`config.mk`:
```
export PLATFORM = sky130hd
export DESIGN_NAME = carfield_region_map
export DESIGN_NICKNAME = d
export VERILOG_FILES = /design/src/rtl/carfield_region_map.sv
export SDC_FILE = /design/constraint.sdc
export NUM_CORES = 2
export LEC_CHECK = 0
export CELL_PAD_IN_SITES_DETAIL_PLACEMENT = 1
export CELL_PAD_IN_SITES_GLOBAL_PLACEMENT = 1
export CORE_MARGIN = 1.5
export CORE_UTILIZATION = 48
export CTS_CLUSTER_SIZE = 25
export DETAILED_ROUTE_END_ITERATION = 10
export GPL_ROUTABILITY_DRIVEN = 0
export PLACE_DENSITY = 0.79
export REMOVE_ABC_BUFFERS = 1
export SLEW_MARGIN = 10
export SYNTH_ARGS = -nofsm -noshare
export SYNTH_HDL_FRONTEND = slang
export SYNTH_SLANG_ARGS = --single-unit
```
`constraint.sdc`:
```
create_clock -name clk_i -period 8.7 [get_ports clk_i]
set_clock_uncertainty 0.05 [all_clocks]
set_input_delay 2.175 -clock clk_i [delete_from_list [all_inputs] [get_ports clk_i]]
set_output_delay 2.175 -clock clk_i [all_outputs]
set_load 0.03 [all_outputs]
```
`src/rtl/carfield_region_map.sv`:
```
// Runtime-programmable address region map: shadow/active base-size-enable entries behind a
// 32-bit config port, atomic commit, sticky lock, and a 2-stage lookup pipeline.
module carfield_region_map #(
  parameter int unsigned NumRegions = 8,
  parameter int unsigned AddrWidth  = 48,
  parameter logic [NumRegions-1:0][AddrWidth-1:0] DefaultBase   = '0,
  parameter logic [NumRegions-1:0][AddrWidth-1:0] DefaultSize   = '0,
  parameter logic [NumRegions-1:0]                DefaultEnable = '0,
  localparam int unsigned IdxW = (NumRegions > 1) ? $clog2(NumRegions) : 1
) (
  input  logic                 clk_i,
  input  logic                 rst_i,
  input  logic                 cfg_req_i,
  input  logic                 cfg_we_i,
  input  logic [10:0]          cfg_addr_i,
  input  logic [31:0]          cfg_wdata_i,
  output logic                 cfg_rvalid_o,
  output logic [31:0]          cfg_rdata_o,
  output logic                 cfg_error_o,
  input  logic                 lk_valid_i,
  output logic                 lk_ready_o,
  input  logic [AddrWidth-1:0] lk_addr_i,
  output logic                 res_valid_o,
  input  logic                 res_ready_i,
  output logic                 res_hit_o,
  output logic [IdxW-1:0]      res_idx_o,
  output logic                 locked_o
);

  localparam int unsigned HiW = AddrWidth - 32;

  logic [NumRegions-1:0][AddrWidth-1:0] sh_base_q, sh_base_d, sh_size_q, sh_size_d;
  logic [NumRegions-1:0][AddrWidth-1:0] act_base_q, act_size_q;
  logic [NumRegions-1:0]                sh_en_q, sh_en_d, act_en_q;
  logic                                 locked_q;

  logic        rvalid_q, err_q, err_d;
  logic [31:0] rdata_q, rdata_d;
  logic        commit, lock_set, wr_ok, reg_hit, is_ctrl;
  logic [5:0]  reg_idx;
  logic [1:0]  reg_fld;
  logic [7:0]  glb_word;

  logic unused_addr;
  assign unused_addr = ^cfg_addr_i[1:0];

  assign reg_idx  = cfg_addr_i[9:4];
  assign reg_fld  = cfg_addr_i[3:2];
  assign glb_word = cfg_addr_i[9:2];
  assign is_ctrl  = cfg_addr_i[10] && (glb_word == 8'd1);
  assign wr_ok    = cfg_req_i && cfg_we_i && !locked_q;

  always_comb begin
    sh_base_d = sh_base_q;
    sh_size_d = sh_size_q;
    sh_en_d   = sh_en_q;
    commit    = 1'b0;
    lock_set  = 1'b0;
    rdata_d   = '0;
    err_d     = 1'b0;
    reg_hit   = 1'b0;
    if (cfg_req_i) begin
      // A CTRL write of 0 stays harmless once locked so software can poll-write safely.
      if (cfg_we_i && locked_q && !(is_ctrl && cfg_wdata_i == '0)) err_d = 1'b1;
      if (!cfg_addr_i[10]) begin
        for (int unsigned i = 0; i < NumRegions; i++) begin
          if (reg_idx == 6'(i)) begin
            reg_hit = 1'b1;
            case (reg_fld)
              2'd0: begin
                rdata_d = sh_base_q[i][31:0];
                if (wr_ok) sh_base_d[i][31:0] = cfg_wdata_i;
              end
              2'd1: begin
                rdata_d = 32'(sh_base_q[i][AddrWidth-1:32]);
                if (wr_ok) sh_base_d[i][AddrWidth-1:32] = cfg_wdata_i[HiW-1:0];
              end
              2'd2: begin
                rdata_d = sh_size_q[i][31:0];
                if (wr_ok) sh_size_d[i][31:0] = cfg_wdata_i;
              end
              default: begin
                rdata_d = 32'(sh_size_q[i][AddrWidth-1:32]);
                if (wr_ok) sh_size_d[i][AddrWidth-1:32] = cfg_wdata_i[HiW-1:0];
              end
            endcase
          end
        end
        if (!reg_hit) err_d = 1'b1;
      end else if (glb_word == 8'd0) begin
        rdata_d = 32'(sh_en_q);
        if (wr_ok) sh_en_d = cfg_wdata_i[NumRegions-1:0];
      end else if (is_ctrl) begin
        rdata_d = {30'b0, locked_q, 1'b0};
        if (wr_ok) begin
          commit   = cfg_wdata_i[0];
          lock_set = cfg_wdata_i[1];
        end
      end else begin
        err_d = 1'b1;
      end
      if (err_d || cfg_we_i) rdata_d = '0;
    end
  end

  always_ff @(posedge clk_i) begin
    if (rst_i) begin
      sh_base_q  <= DefaultBase;
      sh_size_q  <= DefaultSize;
      sh_en_q    <= DefaultEnable;
      act_base_q <= DefaultBase;
      act_size_q <= DefaultSize;
      act_en_q   <= DefaultEnable;
      locked_q   <= 1'b0;
      rvalid_q   <= 1'b0;
      rdata_q    <= '0;
      err_q      <= 1'b0;
    end else begin
      sh_base_q <= sh_base_d;
      sh_size_q <= sh_size_d;
      sh_en_q   <= sh_en_d;
      // Commit copies the pre-edge shadow set, so a CTRL write never races a field write.
      if (commit) begin
        act_base_q <= sh_base_q;
        act_size_q <= sh_size_q;
        act_en_q   <= sh_en_q;
      end
      locked_q <= locked_q | lock_set;
      rvalid_q <= cfg_req_i;
      rdata_q  <= rdata_d;
      err_q    <= err_d;
    end
  end

  assign cfg_rvalid_o = rvalid_q;
  assign cfg_rdata_o  = rdata_q;
  assign cfg_error_o  = err_q;
  assign locked_o     = locked_q;

  // Lookup pipeline
  logic [NumRegions-1:0] hit_vec, s1_vec_q;
  logic [AddrWidth:0]    diff;
  logic                  s1_valid_q, s2_valid_q, s2_hit_q, s2_ready, enc_hit;
  logic [IdxW-1:0]       s2_idx_q, enc_idx;

  always_comb begin
    hit_vec = '0;
    diff    = '0;
    for (int unsigned i = 0; i < NumRegions; i++) begin
      // One extra bit keeps base+size beyond the address space from wrapping to low addresses.
      diff       = {1'b0, lk_addr_i} - {1'b0, act_base_q[i]};
      hit_vec[i] = act_en_q[i] && (act_size_q[i] != '0) && !diff[AddrWidth] &&
                   (diff[AddrWidth-1:0] < act_size_q[i]);
    end
  end

  always_comb begin
    enc_hit = |s1_vec_q;
    enc_idx = '0;
    for (int i = int'(NumRegions) - 1; i >= 0; i--) begin
      if (s1_vec_q[i]) enc_idx = IdxW'(i);
    end
  end

  assign s2_ready   = !s2_valid_q || res_ready_i;
  assign lk_ready_o = !s1_valid_q || s2_ready;

  always_ff @(posedge clk_i) begin
    if (rst_i) begin
      s1_valid_q <= 1'b0;
      s1_vec_q   <= '0;
      s2_valid_q <= 1'b0;
      s2_hit_q   <= 1'b0;
      s2_idx_q   <= '0;
    end else begin
      if (lk_ready_o) begin
        s1_valid_q <= lk_valid_i;
        if (lk_valid_i) s1_vec_q <= hit_vec;
      end
      if (s2_ready) begin
        s2_valid_q <= s1_valid_q;
        if (s1_valid_q) begin
          s2_hit_q <= enc_hit;
          s2_idx_q <= enc_idx;
        end
      end
    end
  end

  assign res_valid_o = s2_valid_q;
  assign res_hit_o   = s2_hit_q;
  assign res_idx_o   = s2_idx_q;

endmodule

```
==> results.txt <==
Initial drt markers - 11,459
Startpoint Class - input port
Syn_area_per_cell - 7.50 um2
Max Cap Viol - 0
Pre-antenna DRT Iters - 6
Initial Util - 48.3%
Port bufs - 135
Yosys top cell area share - 34.5%
Minimum clock period - 7.86 ns
Required time worst endpoint - 9.42 ns
CTS tree - yes
Pint - 13.0 mW
Fill cells - 23,816
Post-CTS setup buffer count - 0
Worst path arrival time - 8.58 ns
Synth top area cells - dfxtp_1, nand2_1, a21oi_1
Final setup violation count - 0
Outcome - finished clean
Pins Over Slew Limit - 0
Clk buf depth - 3
Crit end category - flop
Final Hold Slack - 0.400 ns
Register bit total from synthesis - 1,601
Clock network power share - 46.2%
Via count - 96,700
Core Util, Final - 53.6%
Post-CTS sizing - 0
Endpoints failing hold - 0
Area Overhead vs Synth - 10.9%
Die Ht - 443 um
Storage element area - 32,100 um2
Ys async rst share - 0%
M1 GR Usage - 52.6%
Post-DP HPWL - 323,000 um
Root Buffer - clkbuf_16
Share of layout cells above drive strength 1 - 6.48%
Top-count cell post-synth - nand2_1
Cell Area, Placed - 96,500 um2
Slew headroom - 4.13%
Drt total wl - 458,000 um
P per Cell Area - 176 nW/um2
Leakage - 35.2 nW
Chip Width - 443 um
Met2 usage - 66.5%
Sequential area share after synthesis - 34.5%
Worst-margin pin slew - 1.40 ns
Grt ovf - 0
Psw - 5.07 mW
Top_reg_cell synth - dfxtp_1
Most Used Layer, Global Route - met2
Die ar. - 196,000 um2
Multi-input gate area - 54,700 um2
Fmax - 0.127 GHz
Post-CTS Hold Fix Bufs - 0
All-Layer GR Usage - 45.1%
Clk pin slew, worst setup/hold paths - 0.06 ns
Std-Cell Rows - 161
Synth top cells by count - nand2_1, a21oi_1, dfxtp_1, inv_1, ha_1
Cell Area, Synth - 92,900 um2
First-pass GRT wire length - 649,000 um
Worst min-delay path class - reg2reg
Routed Antenna Nets - 0
Switch share - 28.0%
YS warnings - 0
Worst vdd ir - 215 uV
Unique cell type count in the Yosys netlist - 95
Largest net degree at the start of global routing - 199
Initial antenna violation count - 69
RSZ-0062 raised after global routing - no
Nets@finish - 13,064
Worst Path Class, Setup - in2reg
# DRC - 0
Post-synth EDFFs - 0
Tcrit/Tclk final - 90.4%
Sink Count - 1,601
Post-synthesis cell count - 12,393
Synth area leader - dfxtp_1
Wire length per cell - 30.7 um
CTS Buf Count - 181
Comb pwr share - 13.3%
Seq pwr share - 40.5%
Worst-skew pair later-pin latency - 0.89 ns
IO Count - 138
Design Area, Final - 103,000 um2
Worst-path fanout max - 6
Vias in the first global route - 95,698
Vias/cell - 6.48
H-Tree Depth - 4
Core Area - 192,000 um2
Met3 usage - 12.6%
==> cell families (layout without fill, tap and decap cells) <==
family                   count (synthesis)  in the layout  synth area share, %
other                                    0             51                    0
buffers and inverters                 1608           1561                 6.79
multiplexers                           254            254                 4.55
XOR/XNOR                               321            321                 3.03
adder cells (fa/ha/maj)                768            768                 10.4
AO/OA/AOI/OAI                         3328           3328                 20.6
flip-flops                            1601           1601                 34.5
AND/OR/NAND/NOR                       4513           4513                 20.1
==> metrics by stage <==
| step | setup slack [ns] | power [mW] | cells | setup TNS [ns] |
|---|---|---|---|---|
| after floorplan | -48.21 | 8.72 | 11646 | - |
| after global placement | -0.0234 | 9.69 | 14539 | -0.0234 |
| after detailed placement | 0.269 | 9.78 | 14540 | 0 |
| after CTS | 1.05 | 18.0 | 14870 | 0 |
| after global routing | 0.554 | 18.5 | 14883 | 0 |
| final | 0.837 | 18.1 | 14923 | 0 |
==> layer usage <==
layer,up-vias,wire length [um]
met3,1834,48900
met1,47576,168000
met2,5517,193000
met4,42,48700
li1,41731,-
met5,-,439
==> state kept, by name, indices dropped and copies added (netlist names) <==
name / count
act_base_q: 384
sh_en_q: 8
cfg_error_o: 1
res_hit_o: 1
s1_valid_q: 1
sh_size_q: 384
sh_base_q: 384
cfg_rvalid_o: 1
res_valid_o: 1
res_idx_o: 3
locked_o: 1
s1_vec_q: 8
act_size_q: 384
act_en_q: 8
cfg_rdata_o: 32
==> path summary, 6_finish.rpt <==
check                                                    end                          from  slack, ns  cells past startpoint
worst max-delay path                s1_vec_q[1]$_SDFFE_PP0P_                 lk_addr_i[17]       0.84                     20
worst min-delay path            act_base_q[154]$_SDFFE_PP0P_  act_base_q[154]$_SDFFE_PP0P_       0.40                      2
worst max register to register      s1_vec_q[1]$_SDFFE_PP0P_   act_base_q[48]$_SDFFE_PP0P_       2.80                     23
worst min register to register  act_base_q[154]$_SDFFE_PP0P_  act_base_q[154]$_SDFFE_PP0P_       0.40                      2
==> critical path: stages <==
cell             delay, ns
clkdlybuf4s50_1       0.98
ha_1                  0.71
o21ai_1               0.09
a21oi_1               0.18
nor2_1                0.07
or3_1                 0.38
o21ai_2               0.26
or4b_1                0.55
a21o_1                0.27
o21bai_1              0.28
xor2_1                0.19
ha_1                  0.30
a21oi_1               0.14
o21ai_1               0.09
a221oi_1              0.56
o21ai_0               0.21
a211o_1               0.31
a2111oi_0             0.42
a2111oi_0             0.14
nor4_1                0.27
==> power groups by stage <==
stage | Clock [mW] | Combinational, mW | Sequential, mW
global placement | 0 | 2.20 | 7.50
detailed placement | 0 | 2.28 | 7.50
finish | 8.36 | 2.40 | 7.33
global route | 8.60 | 2.53 | 7.33
floorplan | 0 | 1.22 | 7.50
CTS | 8.33 | 2.31 | 7.33
==> cell type report <==
type / instances / area share (%)
multi-input combinational: 9184 / 53.1
sequential: 1601 / 31.1
clock buffer: 257 / 5.05
timing repair buffer: 370 / 3.27
inverter: 861 / 3.14
tap: 2526 / 3.07
clock inverter: 73 / 1.11
antenna: 51 / 0.124
==> cells in the final DEF, fill, tap and decap left out, drive strengths merged, types with 32 or more instances in the layout <==
cell           netlist  routed
o21ai              329     329
nand4              131     131
a31oi               52      52
nand3               95      95
nor4               127     127
nor3                80      80
xor2               108     108
diode                0      51
buf                223     268
a211oi              63      63
ha                 760     760
nor2b               82      82
nor2               346     346
a21o               319     319
clkbuf             524     257
and3                32      32
xnor2              213     213
inv                861     876
dfxtp             1601    1601
mux4               132     132
mux2i               98      98
o21a                76      76
clkdlybuf4s50        0     102
a21oi             2103    2103
nand2             3436    3436
nand2b              61      61
o211ai              38      38
o21bai              71      71
Power figures use the tool's default switching activity.
